## src/rtl/muldiv_hilo_ctrl.sv

```systemverilog
// muldiv_hilo_ctrl
// Sequences the EXE-stage multiplier and the iterative divider and owns the
// architectural HI/LO registers. A MULT/DIV request accepted from EXE latches
// its operands, and EXE is stalled until the product is ready or the divider
// completes. HI/LO are then committed. MTHI/MTLO write HI/LO directly. A flush
// aborts whatever is in flight and leaves HI/LO untouched.
//
// Handshake: EXE presents a request with req_valid. The controller answers with
// stall. While stall=1, EXE holds the same instruction. In the cycle where
// stall=0, EXE advances on the next edge. The final mul/div cycle has stall=0
// and done=1, so EXE moves on with the same edge that writes HI/LO.
//
// Ports:
//   clk, reset           clock, synchronous active-high reset
//   req_valid            EXE holds a valid instruction
//   req_mult/req_div     MULT(U) / DIV(U); mult wins if both are set
//   req_unsigned         unsigned variant
//   req_mthi/req_mtlo    move-to HI / LO from src_a
//   src_a, src_b         forwarded rs / rt operands
//   flush                exception/ERET flush of EXE
//   mul_result           multiplier product {hi,lo}
//   div_complete         divider done pulse
//   div_result           divider output {remainder,quotient}
//   op_a, op_b, op_sign  latched operands and signedness for mul/div units
//   div_start            divider run, high for as long as the DIV state lasts
//   div_abort            one-cycle divider reset when a DIV is flushed
//   stall                freeze EXE
//   hi, lo               architectural HI/LO registers
//   done                 one-cycle pulse on a mul/div HI/LO commit
//   dbg_state            current FSM state (0 IDLE, 1 MUL, 2 DIV)
module muldiv_hilo_ctrl #(
    parameter int unsigned MUL_LAT = 2
) (
    input  logic        clk,
    input  logic        reset,
    input  logic        req_valid,
    input  logic        req_mult,
    input  logic        req_div,
    input  logic        req_unsigned,
    input  logic        req_mthi,
    input  logic        req_mtlo,
    input  logic [31:0] src_a,
    input  logic [31:0] src_b,
    input  logic        flush,
    input  logic [63:0] mul_result,
    input  logic        div_complete,
    input  logic [63:0] div_result,
    output logic [31:0] op_a,
    output logic [31:0] op_b,
    output logic        op_sign,
    output logic        div_start,
    output logic        div_abort,
    output logic        stall,
    output logic [31:0] hi,
    output logic [31:0] lo,
    output logic        done,
    output logic [1:0]  dbg_state
);

    typedef enum logic [1:0] {
        S_IDLE = 2'd0,
        S_MUL  = 2'd1,
        S_DIV  = 2'd2
    } state_e;

    localparam logic [3:0] MulLast = 4'(MUL_LAT);

    state_e      state_q;
    logic [3:0]  cnt_q;
    logic [31:0] op_a_q;
    logic [31:0] op_b_q;
    logic        op_sign_q;
    logic [31:0] hi_q;
    logic [31:0] lo_q;

    logic is_idle;
    logic is_mul;
    logic is_div;
    logic req_muldiv;
    logic mul_last;

    assign is_idle    = (state_q == S_IDLE);
    assign is_mul     = (state_q == S_MUL);
    assign is_div     = (state_q == S_DIV);
    assign req_muldiv = req_valid & (req_mult | req_div);
    // The counter is 1 in the first MUL cycle, so the product is consumed
    // MUL_LAT cycles after the accept cycle.
    assign mul_last   = is_mul & (cnt_q == MulLast);

    // Stall and done have to act within the current cycle, so they are decoded
    // from the registered state. All of them are forced low during reset.
    // A flush overrides stall and done so that EXE is released and nothing
    // gets committed.
    always_comb begin
        stall     = 1'b0;
        done      = 1'b0;
        div_start = 1'b0;
        div_abort = 1'b0;
        if (!reset) begin
            div_start = is_div;
            div_abort = is_div & flush;
            if (!flush) begin
                stall = (is_idle & req_muldiv) | (is_mul & ~mul_last)
                      | (is_div & ~div_complete);
                done  = mul_last | (is_div & div_complete);
            end
        end
    end

    always_ff @(posedge clk) begin
        if (reset) begin
            state_q   <= S_IDLE;
            cnt_q     <= 4'd0;
            op_a_q    <= 32'd0;
            op_b_q    <= 32'd0;
            op_sign_q <= 1'b0;
            hi_q      <= 32'd0;
            lo_q      <= 32'd0;
        end else if (flush) begin
            state_q <= S_IDLE;
            cnt_q   <= 4'd0;
        end else begin
            case (state_q)
                S_IDLE: begin
                    if (req_muldiv) begin
                        op_a_q    <= src_a;
                        op_b_q    <= src_b;
                        op_sign_q <= ~req_unsigned;
                        if (req_mult) begin
                            state_q <= S_MUL;
                            cnt_q   <= 4'd1;
                        end else begin
                            state_q <= S_DIV;
                        end
                    end else if (req_valid) begin
                        if (req_mthi) hi_q <= src_a;
                        if (req_mtlo) lo_q <= src_a;
                    end
                end
                // Requests seen here belong to the instruction already in flight.
                S_MUL: begin
                    if (cnt_q == MulLast) begin
                        hi_q    <= mul_result[63:32];
                        lo_q    <= mul_result[31:0];
                        state_q <= S_IDLE;
                        cnt_q   <= 4'd0;
                    end else begin
                        cnt_q <= cnt_q + 4'd1;
                    end
                end
                S_DIV: begin
                    if (div_complete) begin
                        hi_q    <= div_result[63:32];
                        lo_q    <= div_result[31:0];
                        state_q <= S_IDLE;
                    end
                end
                default: begin
                    state_q <= S_IDLE;
                    cnt_q   <= 4'd0;
                end
            endcase
        end
    end

    assign op_a      = op_a_q;
    assign op_b      = op_b_q;
    assign op_sign   = op_sign_q;
    assign hi        = hi_q;
    assign lo        = lo_q;
    assign dbg_state = state_q;

endmodule

```

## config.mk

```make
export PLATFORM = sky130hd
export DESIGN_NAME = muldiv_hilo_ctrl
export DESIGN_NICKNAME = d
export VERILOG_FILES = /design/src/rtl/muldiv_hilo_ctrl.sv
export SDC_FILE = /design/constraint.sdc
export NUM_CORES = 1
export LEC_CHECK = 0
export CORE_MARGIN = 8
export CORE_UTILIZATION = 35
export CTS_BUF_LIST = sky130_fd_sc_hd__clkbuf_8 sky130_fd_sc_hd__clkbuf_16
export CTS_CLUSTER_SIZE = 28
export DETAILED_ROUTE_END_ITERATION = 8
export HOLD_SLACK_MARGIN = 0.05
export PLACE_DENSITY = 0.85
export SLEW_MARGIN = 20
export SYNTH_ARGS = -nofsm -noshare
export SYNTH_HDL_FRONTEND = slang
export SYNTH_SLANG_ARGS = --single-unit
```

## constraint.sdc

```tcl
create_clock -name clk -period 1.87 [get_ports clk]
set_input_delay 0.374 -clock clk [delete_from_list [all_inputs] [get_ports clk]]
set_output_delay 0.374 -clock clk [all_outputs]
set_load 0.03 [all_outputs]
```

## Word-level counts from Yosys, hierarchy flattened

Cells that the tools add are included.

| word-level totals | value |
|---|---|
| bits in registers | 135 |
| output and inout bits | 135 |
| input bits | 202 |

| cells by class | value |
|---|---|
| bitwise operators | 16 |
| add/subtract/negate cells | 1 |
| mux-type cells | 27 |
| equality and inequality tests | 11 |
| reduce and logical (&&, ||, !) cells | 8 |

Operator list:

| operator | number |
|---|---|
| 2-to-1 mux 32 bit | 10 |
| one-hot mux 32 bit (3 select lines) | 2 |
| AND reduction 7 bit | 2 |
| 2-to-1 mux 4 bit | 3 |
| != test 2 bit, second input constant | 6 |
| one-hot mux 4 bit (3 select lines) | 1 |
| AND reduction 3 bit | 3 |
| 2-to-1 mux 2 bit | 4 |
| bitwise AND 1 bit | 7 |
| 2-to-1 mux 1 bit | 6 |
| one-hot mux 2 bit (3 select lines) | 1 |
| NOT 1 bit | 5 |
| adder 4 x 1 -> 4 bit, second input constant | 1 |
| == test 4 x 2 -> 1 bit, second input constant | 1 |
| != test 2 x 1 -> 1 bit, second input constant | 2 |
| OR 1 bit | 4 |
| nonzero test 3 bit | 1 |
| == test 2 x 1 -> 1 bit, second input constant | 1 |
| == test 2 bit, second input constant | 1 |
| logical NOT 2 bit | 1 |
| OR reduction 2 bit | 1 |

## Logic depth before layout (Yosys ltp)

Gate-level depths: netlist of run 1.

| depth | value |
|---|---|
| word-level depth | 8 |
| mapped depth | 8 |

## Least setup slack after synthesis of run 1

Ideal clock, no wire load.

| timing | value |
|---|---|
| path kind | register -> output |
| from | register state_q[1], in the netlist dbg_state[1] |
| to | output port div_abort |
| data required time | 1,496 ps |
| arrival | 2,403 ps |
| path slack | -907 ps |
| cell stages (with the launch flop) | 7 |
| path through | dfxtp_1 > ha_1 > clkbuf_1 > clkbuf_1 > clkbuf_1 > nor2b_1 > and2_1 |

| on the way | value |
|---|---|
| word-level cells in the longest chain between the ends | 3 |

RTL lines:

| what | RTL line | RTL |
|---|---|---|
| start: declaration | 68 | `state_e state_q;` |
| start signal: assignment | 112 | `state_q <= S_IDLE;` |
| start signal: assignment | 120 | `state_q <= S_IDLE;` |
| start signal: assignment | 130 | `state_q <= S_MUL;` |
| == test 2 bit | 84 | `assign is_div = (state_q == S_DIV);` |
| bitwise AND 1 bit | 101 | `div_abort = is_div & flush;` |
| 2-to-1 mux 1 bit | 99 | `if (!reset) begin` |
| end: declaration | 52 | `output logic div_abort,` |

No other way between the ends.

## Worst setup path after layout of run 1

| timing | value |
|---|---|
| from | register cnt_q[0] |
| to | output port stall |

| on the way | value |
|---|---|
| word-level cells in the longest chain between the ends | 8 |

RTL lines:

| what | RTL line | RTL |
|---|---|---|
| start: declaration | 69 | `logic [3:0] cnt_q;` |
| start signal: assignment | 148 | `cnt_q <= cnt_q + 4'd1;` |
| == test 4 x 2 -> 1 bit | 88 | `assign mul_last = is_mul & (cnt_q == MulLast);` |
| bitwise AND 1 bit | 88 |  |
| NOT 1 bit | 103 | `stall = (is_idle & req_muldiv) \| (is_mul & ~mul_last)` |
| bitwise AND 1 bit | 103 |  |
| OR 1 bit | 103 |  |
| OR 1 bit | 104 | `\| (is_div & ~div_complete);` |
| 2-to-1 mux 1 bit | 102 | `if (!flush) begin` |
| 2-to-1 mux 1 bit | 99 |  |
| end: declaration | 53 | `output logic stall,` |

No other way between the ends.

==> results of run 1 <==
[power by group]
part	switching, µW	internal (µW)
logic	820	865
clock network	1260	2280
registers	68.7	3010
[routing by layer]
layer,vias to the layer above,track usage,routed length (µm)
li1,3115,-,-
met1,3051,0.243,9510
met2,272,0.394,12200
met3,32,0.0821,2180
met4,0,0.0692,422
met5,-,0,0
[worst paths after layout]
path / startpoint / to / slack (ns) / depth (start not counted)
worst max-delay path: cnt_q[0] / stall / -0.31 / 7
worst min register to register: op_b[3] / op_b[3] / 0.45 / 2
worst max register to register: cnt_q[0] / lo[8] / -0.27 / 9
worst min-delay path: op_b[3] / op_b[3] / 0.45 / 2
[tightest hold or removal path: stages (launching register included)]
cell and delay [ns]:
dfxtp_1 0.31, nand2_1 0.05, a21oi_1 0.05
[repair_timing]
action | CTS | global route
setup endpoints to repair | 75 | 89
endpoints found under the hold margin | 0 | 0
setup buffers | 6 | 1
pin swaps | 3 | 0
gates resized for setup | 18 | 22
cloned | 1 | 0
[layout by cell type, fill, tap and decap left out, drive strengths merged, types with 2 or more instances in the layout]
| cell | count |
|---|---|
| nand2 | 197 |
| nor2b | 2 |
| a21oi | 68 |
| and4bb | 2 |
| dlymetal6s2s | 17 |
| nor3 | 3 |
| dfxtp | 135 |
| nand3 | 4 |
| ha | 6 |
| a32o | 66 |
| dlygate4sd2 | 8 |
| o22ai | 2 |
| clkbuf | 21 |
| clkdlybuf4s50 | 306 |
| or2 | 34 |
| nor2 | 9 |
| o21ai | 4 |
| bufinv | 3 |
| a22oi | 65 |
| and2 | 2 |
| clkinvlp | 2 |
| buf | 52 |
| inv | 9 |
[flip-flops by register name, indices dropped and copies added (netlist names)]
signal and count:
op_sign 1, lo 32, cnt_q 4, op_b 32, dbg_state 2, hi 32
op_a 32
[metrics by stage]
step / setup TNS [ns] / total power (µW)
after floorplan: -1.31 / 3870
after global placement: -12.53 / 4780
after detailed placement: -15.70 / 4810
after CTS: -15.33 / 8370
after global routing: -20.50 / 8610
final: -16.36 / 8300
[cells by family after synthesis]
logic type,Yosys count,synth area share
flip-flops,135,0.462
buffers and inverters,66,0.0542
AND/OR/NAND/NOR,259,0.195
AO/OA/AOI/OAI,212,0.276
adder cells (fa/ha/maj),6,0.0128
[layout make-up]
type	instances	area share
multi-input cells	477	0.278
clock buffers	21	0.0467
repair buffers	384	0.376
clock inverters	10	0.0133
well taps	220	0.0261
flip-flops and latches	135	0.258
inverters	5	0.00202
==> flow_summary.ini, run 1 <==
[worst_setup_path]
crit_type = flop to output port
end_kind = output port
cp_slowest_cell = or3b_4
path_delay_family = simple AND/OR/NAND/NOR gates
critical_path_required_ns = 1.50
worstSetupStartpointType = flop
arrival_ns = 1.81
cpMostUsedCell = buf_6
worstPathCellList = inv_2 -> ha_4 -> or3b_4 -> buf_6 -> a21oi_4 -> a21oi_2 -> buf_6
crit_fanout = 2
crit_buf_inv = 3
slowest_delay_ns = 0.39

[layout]
final_util = 0.640
final_area_mm2 = 0.0105
nets = 1228
layout-drive-gt1-share = 0.141
num-fill-cells = 1317
instances_no_fill = 1252
multi_input_area_mm2 = 0.00293
diodes = 0
ff_latch_area_mm2 = 0.00271
area_growth_pct = 80.2

[detailed_routing]
viasPerCell = 5.17
vias = 6470
dr.first_iter.drc_count = 309
drtPass1Iterations = 5
wire_per_inst_um = 19.4
ant_nets = 0
totalWireLength_um = 24300
drc = 0

[synthesis]
ys_async_sr_fraction = 0
syn-instance-count = 678
syn_area_mm2 = 0.00584
ys_warn_count = 0
synth_area_leaders = dfxtp_1 (46%), nand2_1 (13%), a32o_1 (11%), a22oi_1 (8.3%), a21oi_1 (5.8%)
yosys.area.top_type = dfxtp_1
ys_ff_latch = 135
ys_seq_area_frac = 0.462
yosys-top-cells-count = nand2_1 (197), dfxtp_1 (135), a21oi_1 (68)
syn_nets = 886
synth.most_common_cell = nand2_1
synth.avg_cell_area_um2 = 8.62
synth_cell_types = 35
yosysTopAreaCellShare = 0.462
ys.flop_type = dfxtp_1
synth_edf_count = 0

[placement]
place_ws_ns = -0.229
placed_area_mm2 = 0.00971
gp_congestion = 0.858
placed_cells = 1213
numPortBuffers = 336
place_hpwl_um = 18300

[hold_path]
worst_hold_path_type = flop to flop

[floorplanning]
start_util = 0.355
dieArea_mm2 = 0.0211
fp.dieW_um = 145
pin_count = 337
rows = 47
fp.dieH_um = 145
core_mm2 = 0.0165

[clock_network]
clockBufferDepth = 2
cts_tree = done
path_clk_slew_ns = 0.06
root_buffer = clkbuf_16
clock_sinks = 135
h-tree-depth = 4
clock_latency_ns = 0.41
cts_inserted_buffers = 17
ctsHoldBuffers = 0

[sta]
fmax_ghz = 0.459
whs_ns = 0.452
tightest_slew_ns = 0.611
final_hold_viol_count = 0
skew_ns = 0.00594
slew_headroom = 0.593
rsz0062_at_grt = true
slew_viol_final = 0
finalCritPeriodShare = 1.17
fin_ws_ns = -0.310
layout_min_cycle_time_ns = 2.18
setup_viol = 66

[grt]
antenna_found_initial = 0
grt_pass1_wl_um = 37300
grt_pass1_vias = 6757
grt-ovfl-total = 0
grt_util_all_layers = 0.223
grt_start_max_net_pins = 56

[run_status]
violations = setup timing
status = complete, but fails checks

[power_and_ir_drop]
peakVddDrop_mv = 0.516
cellPowerDensity_mw_per_mm2 = 788
p_leak_uw = 0.00404

[job]
maxCapViolations = 0
Power figures use the tool's default switching activity.
==> run 2, diff against run 1 <==
CORE_MARGIN = 5   (was 8)
==> flow_summary.ini, run 2 (synthesis results as in run 1) <==
[run_status]
status = complete, but fails checks
violations = setup timing

[grt]
grt_pass1_vias = 6706
grt_util_all_layers = 0.240
antenna_found_initial = 1
grt-ovfl-total = 0
grt_pass1_wl_um = 36600
grt_start_max_net_pins = 54

[worst_setup_path]
cp_slowest_cell = or3b_4
worstSetupStartpointType = flop
slowest_delay_ns = 0.38
crit_fanout = 23
worstPathCellList = inv_2 -> ha_4 -> or3b_4 -> buf_4 -> a2111oi_4 -> buf_4 -> o22ai_4 -> buf_12 -> a32o_1
crit_buf_inv = 4
end_kind = flop
arrival_ns = 2.45
cpMostUsedCell = buf_4
crit_type = flop to flop
critical_path_required_ns = 2.17
path_delay_family = compound AO/OA/AOI/OAI gates

[sta]
tightest_slew_ns = 0.601
whs_ns = 0.452
slew_viol_final = 0
finalCritPeriodShare = 1.15
final_hold_viol_count = 0
fin_ws_ns = -0.286
slew_headroom = 0.599
fmax_ghz = 0.464
layout_min_cycle_time_ns = 2.16
setup_viol = 67
rsz0062_at_grt = true
skew_ns = 0.00510

[clock_network]
clockBufferDepth = 2
cts_inserted_buffers = 17
root_buffer = clkbuf_16
ctsHoldBuffers = 0
h-tree-depth = 4
cts_tree = done
clock_sinks = 135
clock_latency_ns = 0.41
path_clk_slew_ns = 0.06

[detailed_routing]
ant_nets = 0
wire_per_inst_um = 19.6
viasPerCell = 5.24
totalWireLength_um = 24800
vias = 6642
drc = 0
dr.first_iter.drc_count = 238
drtPass1Iterations = 5

[layout]
layout-drive-gt1-share = 0.156
layout_commonest_cell = clkdlybuf4s50_1
final_cell_mix = clkdlybuf4s50_1 (306), nand2_1 (197), dfxtp_1 (131)
final_area_mm2 = 0.0107
area_growth_pct = 83.4
nets = 1241

[floorplanning]
rows = 47
pin_count = 337
fp.dieH_um = 139
core_mm2 = 0.0165
fp.dieW_um = 139
dieArea_mm2 = 0.0194
start_util = 0.355

[placement]
numPortBuffers = 336
place_hpwl_um = 18000
gp_congestion = 0.846
placed_area_mm2 = 0.00973

[power_and_ir_drop]
peakVddDrop_mv = 0.559
p_leak_uw = 0.00410
cellPowerDensity_mw_per_mm2 = 799

[hold_path]
worst_hold_path_type = flop to flop

[job]
maxCapViolations = 0
## run 2: worst reg2reg max path, cell delays in order (launching register included)
cell and delay, ns:
dfxtp_2 0.32, inv_2 0.06, ha_4 0.11, or3b_4 0.38
buf_4 0.16, a2111oi_4 0.30, buf_4 0.20, o22ai_4 0.10
buf_12 0.18, a32o_1 0.23
## run 2: timing repair
action	CTS	global route
setup buffers	8	4
gates cloned	3	1
endpoints found under the setup margin	77	90
resized for setup	29	21
pin swaps	3	2
## run 2: path summary, 6_finish.rpt
| check | start | endpoint | slack (ns) | cells past startpoint |
|---|---|---|---|---|
| worst max register to register | cnt_q[0] | hi[13] | -0.29 | 9 |
| worst max-delay path | cnt_q[0] | hi[13] | -0.29 | 9 |
| worst min register to register | op_b[14] | op_b[14] | 0.45 | 2 |
| worst min-delay path | op_b[14] | op_b[14] | 0.45 | 2 |
## run 2: layer usage
| layer | part of all wire | wire (µm) | vias to the layer above | track usage |
|---|---|---|---|---|
| met5 | 0 | 0 | - | 0 |
| met4 | 0.030 | 733 | 0 | 0.104 |
| met3 | 0.081 | 2010 | 48 | 0.0789 |
| met2 | 0.51 | 12500 | 291 | 0.426 |
| met1 | 0.38 | 9490 | 3154 | 0.260 |
| li1 | - | - | 3149 | - |
## run 2: layout make-up
| cell class | instances | area [µm²] |
|---|---|---|
| repair buffers | 397 | 4080 |
| flip-flops and latches | 135 | 2710 |
| clock buffers | 22 | 505 |
| inverters | 5 | 23.8 |
| multi-input cells | 477 | 2950 |
| clock inverters | 10 | 165 |
| well taps | 220 | 275 |
| diodes | 1 | 2.50 |
| fillers | 1310 | 5750 |
## run 2: power breakdown
| group | internal [µW] | leakage [µW] | switching [µW] | total, µW |
|---|---|---|---|---|
| Sequential | 3010 | 0.00110 | 70.0 | 3080 |
| Combinational | 887 | 0.00267 | 844 | 1730 |
| Clock | 2460 | 0.000325 | 1300 | 3760 |
| Total | 6350 | 0.00410 | 2210 | 8560 |
## run 2: per-stage QoR
stage               utilization  power, µW  setup slack (ns)  setup TNS [ns]  std cells
finish                    0.651       8560            -0.286          -16.15       1267
global route              0.651       8870            -0.353          -20.43       1267
CTS                       0.644       8590            -0.296          -15.78       1261
detailed placement        0.591       4820            -0.263          -22.84       1218
global placement          0.591       4790            -0.193          -16.16       1218
floorplan                     -       3870           -0.0306           -1.31        678
